<file path="src/rtl/fetch_unit.sv">
// Instruction-fetch stage: owns the fetch PC, issues single-outstanding reads to
// instruction memory, and drives the IF/ID pipeline register with a one-word skid buffer.
module fetch_unit #(
  parameter int ADDRESS_WIDTH = 32,
  parameter int DATA_WIDTH = 32,
  parameter logic [ADDRESS_WIDTH-1:0] RESET_PC = 32'h0000_0000
) (
  input  logic                     clk,
  input  logic                     rst,
  output logic                     imem_req_valid,
  input  logic                     imem_req_ready,
  output logic [ADDRESS_WIDTH-1:0] imem_addr,
  input  logic                     imem_rsp_valid,
  input  logic [DATA_WIDTH-1:0]    imem_rdata,
  input  logic                     stall_d,
  input  logic                     pc_src_e,
  input  logic [ADDRESS_WIDTH-1:0] pc_target_e,
  output logic [DATA_WIDTH-1:0]    instr_d,
  output logic [ADDRESS_WIDTH-1:0] pc_d,
  output logic [ADDRESS_WIDTH-1:0] pc_plus4_d,
  output logic                     valid_d
);

  localparam logic [DATA_WIDTH-1:0] NOP = DATA_WIDTH'(32'h0000_0013);

  typedef enum logic [1:0] {
    ISSUE,
    WAIT,
    WAIT_DROP,
    HOLD
  } state_t;

  state_t                   state;
  logic [ADDRESS_WIDTH-1:0] pc_f;
  logic [DATA_WIDTH-1:0]    skid;
  logic                     running;

  logic                     ifid_free;
  logic                     req_fire;
  logic                     load_rsp;
  logic                     load_skid;
  logic                     load_ifid;
  logic [DATA_WIDTH-1:0]    load_word;
  logic [ADDRESS_WIDTH-1:0] pc_f_plus4;
  logic [ADDRESS_WIDTH-1:0] redirect_pc;
  logic                     unused_target_bits;

  // running keeps the request low until the first edge after reset release
  assign imem_req_valid = (state == ISSUE) && running;
  assign imem_addr      = pc_f;

  assign ifid_free   = !stall_d || !valid_d;
  assign req_fire    = imem_req_valid && imem_req_ready;
  assign load_rsp    = (state == WAIT) && imem_rsp_valid && ifid_free && !pc_src_e;
  assign load_skid   = (state == HOLD) && ifid_free && !pc_src_e;
  assign load_ifid   = load_rsp || load_skid;
  assign load_word   = (state == HOLD) ? skid : imem_rdata;
  assign pc_f_plus4  = pc_f + ADDRESS_WIDTH'(4);
  assign redirect_pc = {pc_target_e[ADDRESS_WIDTH-1:2], 2'b00};

  assign unused_target_bits = ^pc_target_e[1:0];

  // Fetch FSM, fetch PC and skid buffer; a redirect overrides everything else
  always_ff @(posedge clk or posedge rst) begin
    if (rst) begin
      state   <= ISSUE;
      pc_f    <= RESET_PC;
      skid    <= '0;
      running <= 1'b0;
    end else begin
      running <= 1'b1;
      if (pc_src_e) begin
        pc_f <= redirect_pc;
        case (state)
          ISSUE:     state <= req_fire ? WAIT_DROP : ISSUE;
          WAIT:      state <= imem_rsp_valid ? ISSUE : WAIT_DROP;
          WAIT_DROP: state <= imem_rsp_valid ? ISSUE : WAIT_DROP;
          HOLD:      state <= ISSUE;
          default:   state <= ISSUE;
        endcase
      end else begin
        case (state)
          ISSUE: begin
            if (req_fire) begin
              state <= WAIT;
            end
          end
          WAIT: begin
            if (imem_rsp_valid) begin
              if (ifid_free) begin
                pc_f  <= pc_f_plus4;
                state <= ISSUE;
              end else begin
                skid  <= imem_rdata;
                state <= HOLD;
              end
            end
          end
          WAIT_DROP: begin
            if (imem_rsp_valid) begin
              state <= ISSUE;
            end
          end
          HOLD: begin
            if (ifid_free) begin
              pc_f  <= pc_f_plus4;
              state <= ISSUE;
            end
          end
          default: state <= ISSUE;
        endcase
      end
    end
  end

  // IF/ID register: flush beats load, load beats stall-hold, otherwise a bubble
  always_ff @(posedge clk or posedge rst) begin
    if (rst) begin
      valid_d    <= 1'b0;
      instr_d    <= NOP;
      pc_d       <= '0;
      pc_plus4_d <= '0;
    end else if (pc_src_e) begin
      valid_d <= 1'b0;
      instr_d <= NOP;
    end else if (load_ifid) begin
      valid_d    <= 1'b1;
      instr_d    <= load_word;
      pc_d       <= pc_f;
      pc_plus4_d <= pc_f_plus4;
    end else if (!stall_d) begin
      valid_d <= 1'b0;
      instr_d <= NOP;
    end
  end

endmodule
</file>
<file path="config.mk">
export PLATFORM = sky130hd
export DESIGN_NAME = fetch_unit
export DESIGN_NICKNAME = d
export VERILOG_FILES = /design/src/rtl/fetch_unit.sv
export SDC_FILE = /design/constraint.sdc
export NUM_CORES = 1
export LEC_CHECK = 0
export CORE_MARGIN = 2
export CORE_UTILIZATION = 30
export DETAILED_ROUTE_END_ITERATION = 12
export HOLD_SLACK_MARGIN = 0.03
export SETUP_SLACK_MARGIN = 0.4
export SLEW_MARGIN = 20
export SYNTH_ARGS = -nofsm -noshare
export SYNTH_HDL_FRONTEND = slang
export SYNTH_SLANG_ARGS = --single-unit
export TNS_END_PERCENT = 1
</file>
<file path="constraint.sdc">
create_clock -name clk -period 6.9 [get_ports clk]
set_input_delay 1.035 -clock clk [delete_from_list [all_inputs] [get_ports clk]]
set_output_delay 1.035 -clock clk [all_outputs]
set_load 0.02 [all_outputs]
</file>
**Word-level counts from Yosys, hierarchy flattened**

Cells that the tools add are included.

- Output and inout bits: 130
- Register bits: 164
- Logic and storage cells: 59

- Reductions and logical operators: 19
- Add/subtract/negate cells: 1
- Multiplexer cells: 21
- Bitwise gates (word level): 2
- Equality and inequality tests: 8

Operators by type and width:

| kind | number |
|---|---|
| 32-bit two-way mux | 7 |
| 32-bit one-hot mux with 2 select lines | 1 |
| 32-bit by 3-bit adder with 32-bit output, second input constant | 1 |
| 2-bit two-way mux | 8 |
| 3-bit inequality test, second input constant | 4 |
| 2-bit one-hot mux with 4 select lines | 1 |
| 4-bit AND reduction | 2 |
| 1-bit logical AND | 7 |
| 2-bit one-hot mux with 3 select lines | 1 |
| 2-bit == test, second input constant | 2 |
| 2-bit AND reduction | 2 |
| 1-bit logical NOT | 3 |
| 1-bit two-way mux | 3 |
| 3-bit by 1-bit inequality test with 1-bit output, second input constant | 1 |
| 3-bit nonzero test | 1 |
| 2-bit by 1-bit == test with 1-bit output, second input constant | 1 |
| 2-bit logical NOT | 1 |
| 1-bit logical OR | 2 |
| 1-bit inverter | 2 |
| 2-bit OR reduction | 1 |

**Longest topological paths before layout**

- Depth in word-level cells: 7
- Depth in mapped cells: 10
- Depth with buffers taken out: 7

**Worst setup path after synthesis**

Ideal clock, no wire load.

- Path kind: input to register
- From: input port pc_src_e
- To: register instr_d[10]
- Cell stages on the path: 8
- Slack: 4265 ps
- Setup time: 133 ps
- Arrival: 2502 ps
- Cell sequence: clkbuf_1 > or3_1 > buf_2 > and3_1 > clkbuf_1 > clkbuf_1 > nand2_1 > o21ai_0

- Word-level cells in the longest chain between the ends: 5
- Elaborated cells on any way between the ends: 7

RTL lines:

| what | RTL line | text |
|---|---|---|
| start, declared | 16 | `input logic pc_src_e,` |
| 1-bit logical NOT | 54, 55 |  |
| 1-bit logical AND (on tied branches) | 54, 55 |  |
| 1-bit logical OR | 56 | `assign load_ifid = load_rsp \|\| load_skid;` |
| 32-bit two-way mux | 126 | `end else if (load_ifid) begin` |
| 32-bit two-way mux | 123 | `end else if (pc_src_e) begin` |
| end signal, assigned | 128 | `instr_d <= load_word;` |
| end, declared | 18 | `output logic [DATA_WIDTH-1:0] instr_d,` |

Parallel ways exist; a longest one is shown, timed or not.
A chain may end at the register's enable or synchronous reset.

**Worst setup path after layout**

- From: input port imem_rsp_valid
- To: register instr_d[4]

- Word-level cells in the longest chain between the ends: 6
- Elaborated cells on any way between the ends: 7

RTL lines:

| what | RTL line | text |
|---|---|---|
| start, declared | 13 | `input logic imem_rsp_valid,` |
| 1-bit logical AND (*) (3 in a row) | 54 | `assign load_rsp = (state == WAIT) && imem_rsp_valid && ifid_free && !pc_src_e;` |
| 1-bit logical OR (*) | 56 |  |
| 32-bit two-way mux | 126 |  |
| 32-bit two-way mux | 123 |  |

Every way passes the cells marked *; elsewhere a longest branch is shown, timed or not.

==> results.ini <==
[run_status]
status = finished, final reports clean

[floorplan]
rows = 57
start_util = 0.303
core-area_um2 = 24100
die_h_um = 160
io_pins = 200
die_x_um = 160
dieArea_um2 = 25600

[sta]
finalSetupTns_ns = 0
fin_skew_ns = 0.0116
drv_slew = 0
min_period_over_period = 0.451
rsz0062_at_grt = no
max-slew-margin-rel = 0.316
setup_viol = 0
fin_crit_ns = 3.11
layout_setup_ws_ns = 3.79
hold_violations = 0
tightest_slew_ns = 1.03
max_freq_ghz = 0.321

[critical_path]
cp_slowest_stage_delay_ns = 0.70
path_delay_family = buffers and inverters
cp_max_fo = 79
crit_path_end_kind = flop
cp_num_buf_inv = 2
cpMostUsedCell = a21oi_1
slowest_stage = buf_4
critPathArrivalTime_ns = 3.45
worstSetupPathType = in2reg
start_kind = primary input
path_cells = clkdlybuf4s50_1 -> a21oi_1 -> or3_4 -> buf_4 -> nand3_1 -> nor2_1 -> a21oi_1
required_ns = 7.24

[synth]
synth_top_cell_area_share = 0.531
synth.most_common_cell = nand2_1
synth_cell_types = 38
syn_avg_cell_area_um2 = 9.84
synthCells = 742
yosys-top-cells-area = dfrtp_1 (53%), nand2_1 (10%), o21ai_0 (6.2%)
synth_seq_cells = 158
postSynth.asyncResetShare = 1.00
synth-edff-count = 0
ys_warn_count = 0
synth_top_area_cell = dfrtp_1
synth_ff_type = dfrtp_1
synth_common_cells = nand2_1 (196), dfrtp_1 (155), o21ai_0 (90)
syn_area_um2 = 7300
ys_seq_area_frac = 0.542

[final_layout]
fin_cells = 1245
postLayoutCoreUtil = 0.417
layout-drive-gt1-share = 0.0978
seq_area_um2 = 3960
num-fill-cells = 2440
multiInputGateArea_um2 = 3090
nNetsFinal = 983
syn_to_final_growth_pct = 37.5

[cts]
cts_max_level = 4
cts_buffer_depth = 2
cts_inserted_buffers = 17
clock_sinks = 158
hold_buffers = 0
postCtsSetupRepairBufs = 0
cts_resized = 0
clock_latency_ns = 0.42
tritoncts = built
cts.clk_slew.worst_paths_ns = 0.07
root_buffer = clkbuf_16

[pwr]
ir_worst_vdd_mv = 0.155
power_density_nw_per_um2 = 334
p_leak_uw = 0.00421

[routing]
ant_nets = 0
wirelength_mm = 19.4
drt_iter0_drc = 290
wl_per_cell_um = 15.6
drcViolationCount = 0
first_pass_iters = 4
num_vias = 5623
vias_per_cell = 4.52

[place]
place_congestion = 0.740
place_hpwl_mm = 13.0
place_ws_ns = 3.28
portBuffers = 191
dp.cells = 1212

[run]
cap_violations = 0

[global_routing]
grt-ovfl-total = 0
grt_use_total = 0.153
grt_max_degree = 92
antenna_found_initial = 2
grt_pass1_vias = 5480
grt_pass1_wl_mm = 31.1

[hold_path]
hold_path.class = reg2reg

-- cell type report --
type,count,share of cell area
Clock buffer,17,0.0424
Tap cell,324,0.0404
Inverter,7,0.00311
Timing Repair Buffer,200,0.197
Antenna cell,1,0.000249
Clock inverter,15,0.0157
Sequential cell,158,0.394
Multi-Input combinational cell,523,0.308
-- power by group --
group          switching (µW)  leakage, µW  internal [µW]
Sequential                156      0.00205           1150
Combinational             593      0.00187            515
Clock                     447     0.000290            487
Total                    1200      0.00421           2150
-- layer usage --
layer / global-route usage / up-vias / wire length, µm
met3: 0.0488 / 15 / 1270
met2: 0.231 / 138 / 8740
li1: - / 2778 / -
met5: 0 / - / 13
met4: 0.0369 / 2 / 173
met1: 0.215 / 2690 / 9180
-- sequential cells by signal, indices dropped and copies added, names as in the netlist --
name	cells
pc_plus4_d	30
running	1
instr_d	32
pc_d	30
valid_d	1
state	2
skid	32
imem_addr	30
-- worst register-to-register path, delay by kind of cell (launching register included) --
family	cells	cell delay [ns]
AOI/OAI and AO/OA	2	0.38
buffers and inverters	2	1.00
and+or+nand+nor	3	0.87
adders and majority gates	1	0.19
DFF	1	0.42
-- final timing paths --
| kind | startpoint | to | slack [ns] | cells past startpoint |
|---|---|---|---|---|
| worst max register to register | state[0] | instr_d[4] | 3.96 | 8 |
| worst min-delay path | pc_d[21] | pc_d[21] | 0.48 | 2 |
| worst min register to register | pc_d[21] | pc_d[21] | 0.48 | 2 |
| min in group asynchronous | rst | pc_d[28] | 1.14 | 2 |
| worst max-delay path | imem_rsp_valid | instr_d[4] | 3.79 | 7 |
| max in group asynchronous | rst | pc_plus4_d[6] | 4.34 | 3 |
-- stage by stage --
| step | total power [µW] | cell area, µm² | hold WS, ns |
|---|---|---|---|
| 2_1_floorplan | 1890 | 7320 | 0.480 |
| 3_3_place_gp | 2430 | 9460 | 0.459 |
| 3_5_place_dp | 2450 | 9460 | 0.463 |
| 4_1_cts | 3400 | 10000 | 0.482 |
| 5_1_grt | 3550 | 10000 | 0.500 |
| 6_report | 3350 | 10000 | 0.477 |
-- cells by family (layout without fill, tap and decap cells) --
logic type,after synthesis,after routing,share of synthesized area
multiplexers,68,68,0.0990
adder cells (fa/ha/maj),6,6,0.0103
AO/OA/AOI/OAI,102,102,0.0711
flip-flops,158,158,0.542
XOR/XNOR,56,56,0.0672
other,2,8,0.00103
AND/OR/NAND/NOR,284,284,0.170
buffers and inverters,66,239,0.0399
-- layout by cell type, fill, tap and decap left out, types with 2 or more instances in the layout --
cell,Yosys,routed
xor2_1,27,27
inv_6,0,5
nor3_1,10,9
clkinv_4,0,2
conb_1,2,7
or3_1,5,4
dfstp_2,3,3
nor4_1,5,5
ha_1,6,5
mux2_2,34,34
inv_8,0,6
clkinv_8,0,2
nor2_1,20,20
clkbuf_16,0,17
nor3b_1,3,2
mux2i_1,34,34
and2_1,4,4
or2_2,3,3
dfrtp_1,155,155
nand2_1,196,196
inv_1,7,6
or4_1,3,3
nand4_1,14,14
nand3_1,15,15
clkdlybuf4s50_1,0,190
buf_4,8,9
xnor2_1,29,29
o21ai_0,90,90
a21oi_1,7,7
Note: power is estimated with default switching activity, not from simulation.
